File: src/rtl/result_streamer.sv
// rtl/result_streamer.sv - unloads the subdivision result RAM onto a valid/ready stream
//
// Reads result RAM words 0..N-1 in ascending order, where N is word_count
// clamped to 2**ADDR_WIDTH, and emits each word once on the m_* stream.
// A two-entry FIFO absorbs the one-cycle RAM read latency and consumer stalls.
//
// Ports:
//   clk, rst_n      clock, synchronous active-low reset
//   start           single-cycle unload request (ignored unless idle)
//   word_count      requested word count, sampled on an accepted start
//   en, a, we, di   result RAM port (read-only use: we and di tied to zero)
//   do_data         result RAM read data, valid the cycle after en
//   m_valid, m_ready, m_data, m_last   output word stream
//   busy            high from the cycle after an accepted start until done
//   done            one-cycle completion pulse
module result_streamer #(
  parameter int ADDR_WIDTH = 11,
  parameter int DATA_WIDTH = 32
) (
  input  logic                  clk,
  input  logic                  rst_n,
  input  logic                  start,
  input  logic [31:0]           word_count,
  output logic                  en,
  output logic [ADDR_WIDTH-1:0] a,
  output logic [3:0]            we,
  output logic [DATA_WIDTH-1:0] di,
  input  logic [DATA_WIDTH-1:0] do_data,
  output logic                  m_valid,
  input  logic                  m_ready,
  output logic [DATA_WIDTH-1:0] m_data,
  output logic                  m_last,
  output logic                  busy,
  output logic                  done
);

  // One extra bit so that a full 2**ADDR_WIDTH unload can be represented
  // and terminated without the counter wrapping.
  localparam int CW = ADDR_WIDTH + 1;
  localparam logic [CW-1:0] MAX_WORDS = CW'(1) << ADDR_WIDTH;

  typedef enum logic [1:0] {IDLE, RUN, DRAIN, DONE} state_t;

  state_t                state;
  logic [CW-1:0]         n_words;
  logic [CW-1:0]         addr;
  logic                  pend;       // read issued last cycle, data on do_data now
  logic                  pend_last;  // that read was for word N-1
  logic [1:0]            cnt;        // FIFO occupancy
  logic [DATA_WIDTH-1:0] d0, d1;     // d0 is the head
  logic                  l0, l1;
  logic                  pop;
  logic                  push;
  logic [2:0]            level;
  logic                  rd_ok;
  logic                  last_rd;

  assign m_valid = (cnt != 2'd0);
  assign m_data  = d0;
  assign m_last  = l0 & m_valid;
  assign we      = 4'b0000;
  assign di      = '0;
  assign a       = addr[ADDR_WIDTH-1:0];

  assign pop  = m_valid & m_ready;
  assign push = pend;

  // A new read lands in the FIFO one cycle after it is issued, so it may only
  // go out if everything already committed to the FIFO, minus the word leaving
  // this cycle, leaves room for it. Issuing in the same cycle as the decision
  // keeps the loop short enough for one word per cycle with only two entries.
  assign level   = {1'b0, cnt} + {2'b00, pend} - {2'b00, pop};
  assign rd_ok   = (level < 3'd2);
  assign en      = (state == RUN) && rd_ok;
  assign last_rd = (addr == n_words - CW'(1));

  always_ff @(posedge clk) begin
    if (!rst_n) begin
      state     <= IDLE;
      n_words   <= '0;
      addr      <= '0;
      pend      <= 1'b0;
      pend_last <= 1'b0;
      cnt       <= 2'd0;
      d0        <= '0;
      d1        <= '0;
      l0        <= 1'b0;
      l1        <= 1'b0;
      busy      <= 1'b0;
      done      <= 1'b0;
    end else begin
      pend      <= en;
      pend_last <= en & last_rd;

      // Shift-register FIFO: the head only moves on a pop or when the FIFO
      // is empty, so m_data/m_last hold through consumer stalls.
      case ({push, pop})
        2'b10: begin
          if (cnt == 2'd0) begin
            d0 <= do_data;
            l0 <= pend_last;
          end else begin
            d1 <= do_data;
            l1 <= pend_last;
          end
          cnt <= cnt + 2'd1;
        end
        2'b01: begin
          d0  <= d1;
          l0  <= l1;
          cnt <= cnt - 2'd1;
        end
        2'b11: begin
          if (cnt == 2'd1) begin
            d0 <= do_data;
            l0 <= pend_last;
          end else begin
            d0 <= d1;
            l0 <= l1;
            d1 <= do_data;
            l1 <= pend_last;
          end
        end
        default: ;
      endcase

      case (state)
        IDLE: begin
          if (start) begin
            addr <= '0;
            busy <= 1'b1;
            if (word_count == 32'd0) begin
              done  <= 1'b0;
              state <= DONE;
            end else begin
              if (word_count > {{(32-CW){1'b0}}, MAX_WORDS})
                n_words <= MAX_WORDS;
              else
                n_words <= word_count[CW-1:0];
              state <= RUN;
            end
          end
        end
        RUN: begin
          if (en) begin
            // The address stays on the last word so it never wraps to 0.
            if (last_rd) state <= DRAIN;
            else         addr  <= addr + CW'(1);
          end
        end
        DRAIN: begin
          if (pop && l0) begin
            done  <= 1'b1;
            busy  <= 1'b0;
            state <= DONE;
          end
        end
        DONE: begin
          // Arriving from DRAIN the pulse is already up; the empty-unload
          // path arrives with it low and raises it here, one cycle later.
          if (done) begin
            done  <= 1'b0;
            state <= IDLE;
          end else begin
            done <= 1'b1;
            busy <= 1'b0;
          end
        end
        default: state <= IDLE;
      endcase
    end
  end

endmodule

File: config.mk
export PLATFORM = sky130hd
export DESIGN_NAME = result_streamer
export DESIGN_NICKNAME = d
export VERILOG_FILES = /design/src/rtl/result_streamer.sv
export SDC_FILE = /design/constraint.sdc
export NUM_CORES = 1
export LEC_CHECK = 0
export CAP_MARGIN = 40
export CORE_ASPECT_RATIO = 0.6
export CORE_MARGIN = 2
export CORE_UTILIZATION = 44
export CTS_BUF_LIST = sky130_fd_sc_hd__clkbuf_8
export CTS_CLUSTER_SIZE = 40
export DETAILED_ROUTE_END_ITERATION = 10
export PLACE_DENSITY = 0.85
export RECOVER_POWER = 25
export REMOVE_ABC_BUFFERS = 1
export SLEW_MARGIN = 20
export SYNTH_ARGS = -nofsm -noshare
export SYNTH_HDL_FRONTEND = slang
export SYNTH_SLANG_ARGS = --single-unit
File: constraint.sdc
create_clock -name clk -period 3 [get_ports clk]
set_input_delay 0.45 -clock clk [delete_from_list [all_inputs] [get_ports clk]]
set_output_delay 0.45 -clock clk [all_outputs]
set_load 0.03 [all_outputs]
==> results by group <==
STA
  – Final Hold Vio Count: 0
  – Post-route fraction of the period consumed by the critical path: 0.9571
  – Setup repair after global routing missed its margin: yes
  – Total negative slack for setup checks: 0 ps
  – Final period demand of the worst path: roughly 2900 ps
  – Relative slew slack: 0.6421
  – Final Slew Violations: 0
  – Final count of negative-setup-slack endpoints: 0
  – Slew at the pin closest to its max-slew limit: 531.0 ps
  – Clock skew: between 7 and 8 ps
  – PnR worst setup slack: 128.7 ps
  – Highest Clock Rate: around 350 MHz

Route
  – Final routed DRC violation total: 0
  – Antenna viol nets, final: 0
  – Via count of the routed design: ~4900
  – Final wirelength: around 13000 um
  – Via-to-Cell Ratio: 5.565
  – Average detailed-routed wire length per instance: between 15 and 20 um
  – Number of DRC markers after the initial detailed-route iteration: between 300 and 400
  – Drt pass-1 iters: 5

Pwr
  – Leakage power: 0.002352 uW
  – Overall Power: ~5400 uW
  – Peak supply drop: ~440 uV
  – Pwr/cell area: 823.1 mW/mm2

Die
  – Num rows: 30
  – Height of the die: roughly 87 um
  – Initial core utilization: 0.4508
  – Core outline area: about 0.011 mm2
  – Area of the die: 0.01244 mm2
  – Die X-Extent: about 140 um
  – Io pins: 152

Min path
  – Hold Crit Depth: 2
  – Worst Hold Launch: d1[30]$_SDFFE_PN0P_
  – Worst hold-check path type: reg -> reg

GRT
  – Pin count of the biggest net entering global routing: 44
  – Number of global-route vias before repair: about 4600
  – Initial antenna violation count: 0
  – Tot GR Track Use: 0.2122
  – Total grt overflow: 0
  – First-pass GRT wire length: about 21000 um

Logic synthesis
  – Share of flip-flops with an asynchronous set or reset after synthesis: 0
  – Dominant cell type by area after synthesis: sky130_fd_sc_hd__dfxtp_1
  – Sequential-to-total area share from yosys stat: 0.3865
  – Number of flip-flops and latches in the synthesized netlist: 98
  – Gate count of the mapped netlist: approximately 620
  – Yosys cell types: 59
  – Syn Std Cell Area: 0.005076 mm2
  – Portion of synthesized cell area occupied by the leading cell type: 0.3865
  – Number of synthesized flops with an enable pin: 0
  – Count of yosys warnings during synthesis: 0
  – Area contributors post-synth: sky130_fd_sc_hd__dfxtp_1 (39%), sky130_fd_sc_hd__nand2_1 (7.5%), sky130_fd_sc_hd__buf_4 (7.0%), sky130_fd_sc_hd__a221oi_1 (5.9%), sky130_fd_sc_hd__a21oi_1 (5.4%)
  – Post-synthesis area per instance: 8.174 um2
  – Primary FF master, synth: sky130_fd_sc_hd__dfxtp_1

Critical path
  – Total number of cells along the worst setup path: 12
  – Max incr delay on CP: about 540 ps
  – Crit start category: register
  – Kind of capture point of the worst setup path: register
  – Cell with the biggest individual delay on the critical path: sky130_fd_sc_hd__fa_2
  – Critical Path Fanout Max: 5
  – Arrival time reported for the critical path endpoint: ~3200 ps
  – Worst path top cell family by delay: adder cells
  – CP cell instances: inv_1 -> ha_4 -> nor2b_4 -> ha_1 -> nand2b_1 -> fa_2 -> nand2_2 -> buf_4 -> buf_4 -> o41ai_4 -> nand3b_1 -> a221oi_1
  – First element of the critical path: cnt[0]$_SDFFE_PN0P_
  – Worst path required time: roughly 3300 ps
  – Buffer and inverter count on the worst path: 3
  – Class of the most critical setup path: reg -> reg
  – FF-to-FF Start: cnt[0]$_SDFFE_PN0P_
  – Critical Path Most Common Cell: sky130_fd_sc_hd__buf_4
  – Worst Reg2Reg Path Length in Cells: 12

Placed design
  – Placed cell areas: around 0.0062 mm2
  – Routability cong.: 0.8526
  – Setup slack after placement: -285.9 ps
  – Number of buffers inserted by port buffering: roughly 120
  – HPWL reported at the end of detailed placement: slightly below 10000 um

Finish
  – Fraction of final layout cells with drive strength greater than 1: 0.09465
  – Layout area overhead: 28.27%
  – Antenna diode count: 0
  – Final nets: between 800 and 900
  – Final Cell Area: 0.006511 mm2

Clocking
  – Number of clock sinks: 98
  – Clk slew on worst S/H paths: around 100 ps
  – Root cell of the clock tree: sky130_fd_sc_hd__clkbuf_8
  – Worst-Skew Late Latency: between 300 and 400 ps
  – H-tree depth: 3
  – Number of buffers on the longest clock path: 2
  – Clock tree from TritonCTS: yes
  – TritonCTS buffer count: 9

Flow run
  – Number of maximum-capacitance constraint violations: 0

Outcome
  – Result of the run: complete, no violations
## power by group
part	total, uW	switching [uW]	leakage [uW]	internal, uW
Sequential	1850	209	0.000798	1640
Clock	791	483	0.0000774	308
Combinational	2720	1620	0.00148	1100
## metal layers
layer  vias to the layer above  GRT usage  routed length [um]
met5                         -          0                   0
met4                         0    0.06841                 167
met3                        21    0.05168                1051
met2                       224     0.3444                6121
met1                      2289     0.2807                5925
li1                       2324          -                   -
## final cells by class
cell class	count	area, um2
sequential	98	1964
fill	965	4750
multi-input combinational	459	2790
clock inverter	6	52.55
clock buffer	9	123.9
timing repair buffer	136	1321
tap	144	180.2
inverter	21	78.83
## stage by stage
stage / hold slack [ps] / std cells / util
global route: 482.1 / 873 / 0.5782
floorplan: 431.9 / 577 / -
detailed placement: 447.7 / 854 / 0.5531
finish: 460.6 / 873 / 0.5782
CTS: 461.8 / 872 / 0.5731
global placement: 441.0 / 853 / 0.5518
## kinds of logic (layout without fill, tap and decap cells)
family,after synthesis,after routing,share of synthesized area
DFF,98,98,0.3865
and+or+nand+nor,252,252,0.2327
xor gates and xnor gates,15,15,0.02588
AOI/OAI and AO/OA,134,135,0.1955
other,1,36,0.0007388
adders and majority gates,14,14,0.03599
muxes,7,7,0.01380
buffers and inverters,100,172,0.1089
## sequential cells by signal, summed over array words and instances (netlist names)
register / count
state: 2
cnt: 2
l0: 1
l1: 1
d1: 32
busy: 1
m_data: 32
done: 1
pend: 1
addr: 12
pend_last: 1
n_words: 12
## layout by cell type, fill, tap and decap left out, types with 3 or more instances in the layout
cell / count
sky130_fd_sc_hd__buf_4: 19
sky130_fd_sc_hd__xnor2_1: 10
sky130_fd_sc_hd__clkbuf_8: 9
sky130_fd_sc_hd__nor2_1: 43
sky130_fd_sc_hd__o21ai_1: 3
sky130_fd_sc_hd__nand3_1: 15
sky130_fd_sc_hd__nand2_1: 100
sky130_fd_sc_hd__a31oi_1: 6
sky130_fd_sc_hd__conb_1: 36
sky130_fd_sc_hd__nor3_1: 39
sky130_fd_sc_hd__inv_1: 19
sky130_fd_sc_hd__and3_1: 3
sky130_fd_sc_hd__dfxtp_1: 96
sky130_fd_sc_hd__or2_2: 4
sky130_fd_sc_hd__ha_1: 12
sky130_fd_sc_hd__a21boi_1: 3
sky130_fd_sc_hd__a221oi_1: 34
sky130_fd_sc_hd__mux2i_1: 6
sky130_fd_sc_hd__a21oi_1: 54
sky130_fd_sc_hd__clkinvlp_4: 4
sky130_fd_sc_hd__or3_1: 8
sky130_fd_sc_hd__xor2_1: 4
sky130_fd_sc_hd__o21ai_0: 3
sky130_fd_sc_hd__or4_1: 3
sky130_fd_sc_hd__a211oi_1: 4
sky130_fd_sc_hd__o211ai_1: 4
sky130_fd_sc_hd__nor2b_1: 7
sky130_fd_sc_hd__nor4_1: 10
sky130_fd_sc_hd__clkdlybuf4s50_1: 114
## final timing paths
kind | end | slack (ps)
setup / recovery | state[0]$_SDFFE_PN0P_ | 130
hold / removal | d1[30]$_SDFFE_PN0P_ | 460
setup reg to reg | state[0]$_SDFFE_PN0P_ | 130
hold reg to reg | d1[30]$_SDFFE_PN0P_ | 460
## synthesized netlist by cell type, types with 2 or more instances
| master | instances |
|---|---|
| sky130_fd_sc_hd__or3_1 | 8 |
| sky130_fd_sc_hd__nor4_1 | 10 |
| sky130_fd_sc_hd__clkbuf_1 | 29 |
| sky130_fd_sc_hd__and2_1 | 2 |
| sky130_fd_sc_hd__buf_4 | 47 |
| sky130_fd_sc_hd__and3_1 | 3 |
| sky130_fd_sc_hd__buf_1 | 2 |
| sky130_fd_sc_hd__nor2b_1 | 8 |
| sky130_fd_sc_hd__or4_1 | 3 |
| sky130_fd_sc_hd__nor3_1 | 39 |
| sky130_fd_sc_hd__mux2i_1 | 7 |
| sky130_fd_sc_hd__dfxtp_1 | 98 |
| sky130_fd_sc_hd__a2111oi_4 | 2 |
| sky130_fd_sc_hd__a41o_1 | 2 |
| sky130_fd_sc_hd__o21ai_0 | 3 |
| sky130_fd_sc_hd__inv_1 | 21 |
| sky130_fd_sc_hd__and4b_1 | 2 |
| sky130_fd_sc_hd__a221oi_1 | 34 |
| sky130_fd_sc_hd__nand3_1 | 15 |
| sky130_fd_sc_hd__nand2b_1 | 2 |
| sky130_fd_sc_hd__nand2_1 | 101 |
| sky130_fd_sc_hd__a21oi_1 | 55 |
| sky130_fd_sc_hd__nor2_1 | 44 |
| sky130_fd_sc_hd__nand3b_1 | 2 |
| sky130_fd_sc_hd__or2_2 | 5 |
| sky130_fd_sc_hd__ha_1 | 13 |
| sky130_fd_sc_hd__o211ai_1 | 4 |
| sky130_fd_sc_hd__a31oi_1 | 6 |
| sky130_fd_sc_hd__a211oi_1 | 4 |
| sky130_fd_sc_hd__o21ai_1 | 5 |
| sky130_fd_sc_hd__xnor2_1 | 11 |
| sky130_fd_sc_hd__a21boi_1 | 3 |
| sky130_fd_sc_hd__xor2_1 | 4 |
| sky130_fd_sc_hd__nand4_1 | 2 |
## worst min-delay path: cells and delay by family (launching register included)
| kind | cells | cell delay [ps] |
|---|---|---|
| compound gates | 1 | 50 |
| flops | 1 | 320 |
| simple gates | 1 | 50 |
## timing repair
item / CTS / global route
buffers inserted: 3 / 0
cloned: 0 / 1
endpoints found under the setup margin: 3 / 7
resized for setup: 8 / 9
hold buffers: 0 / 0
pin swaps: 3 / 5
(Power assumes the default switching activity.)
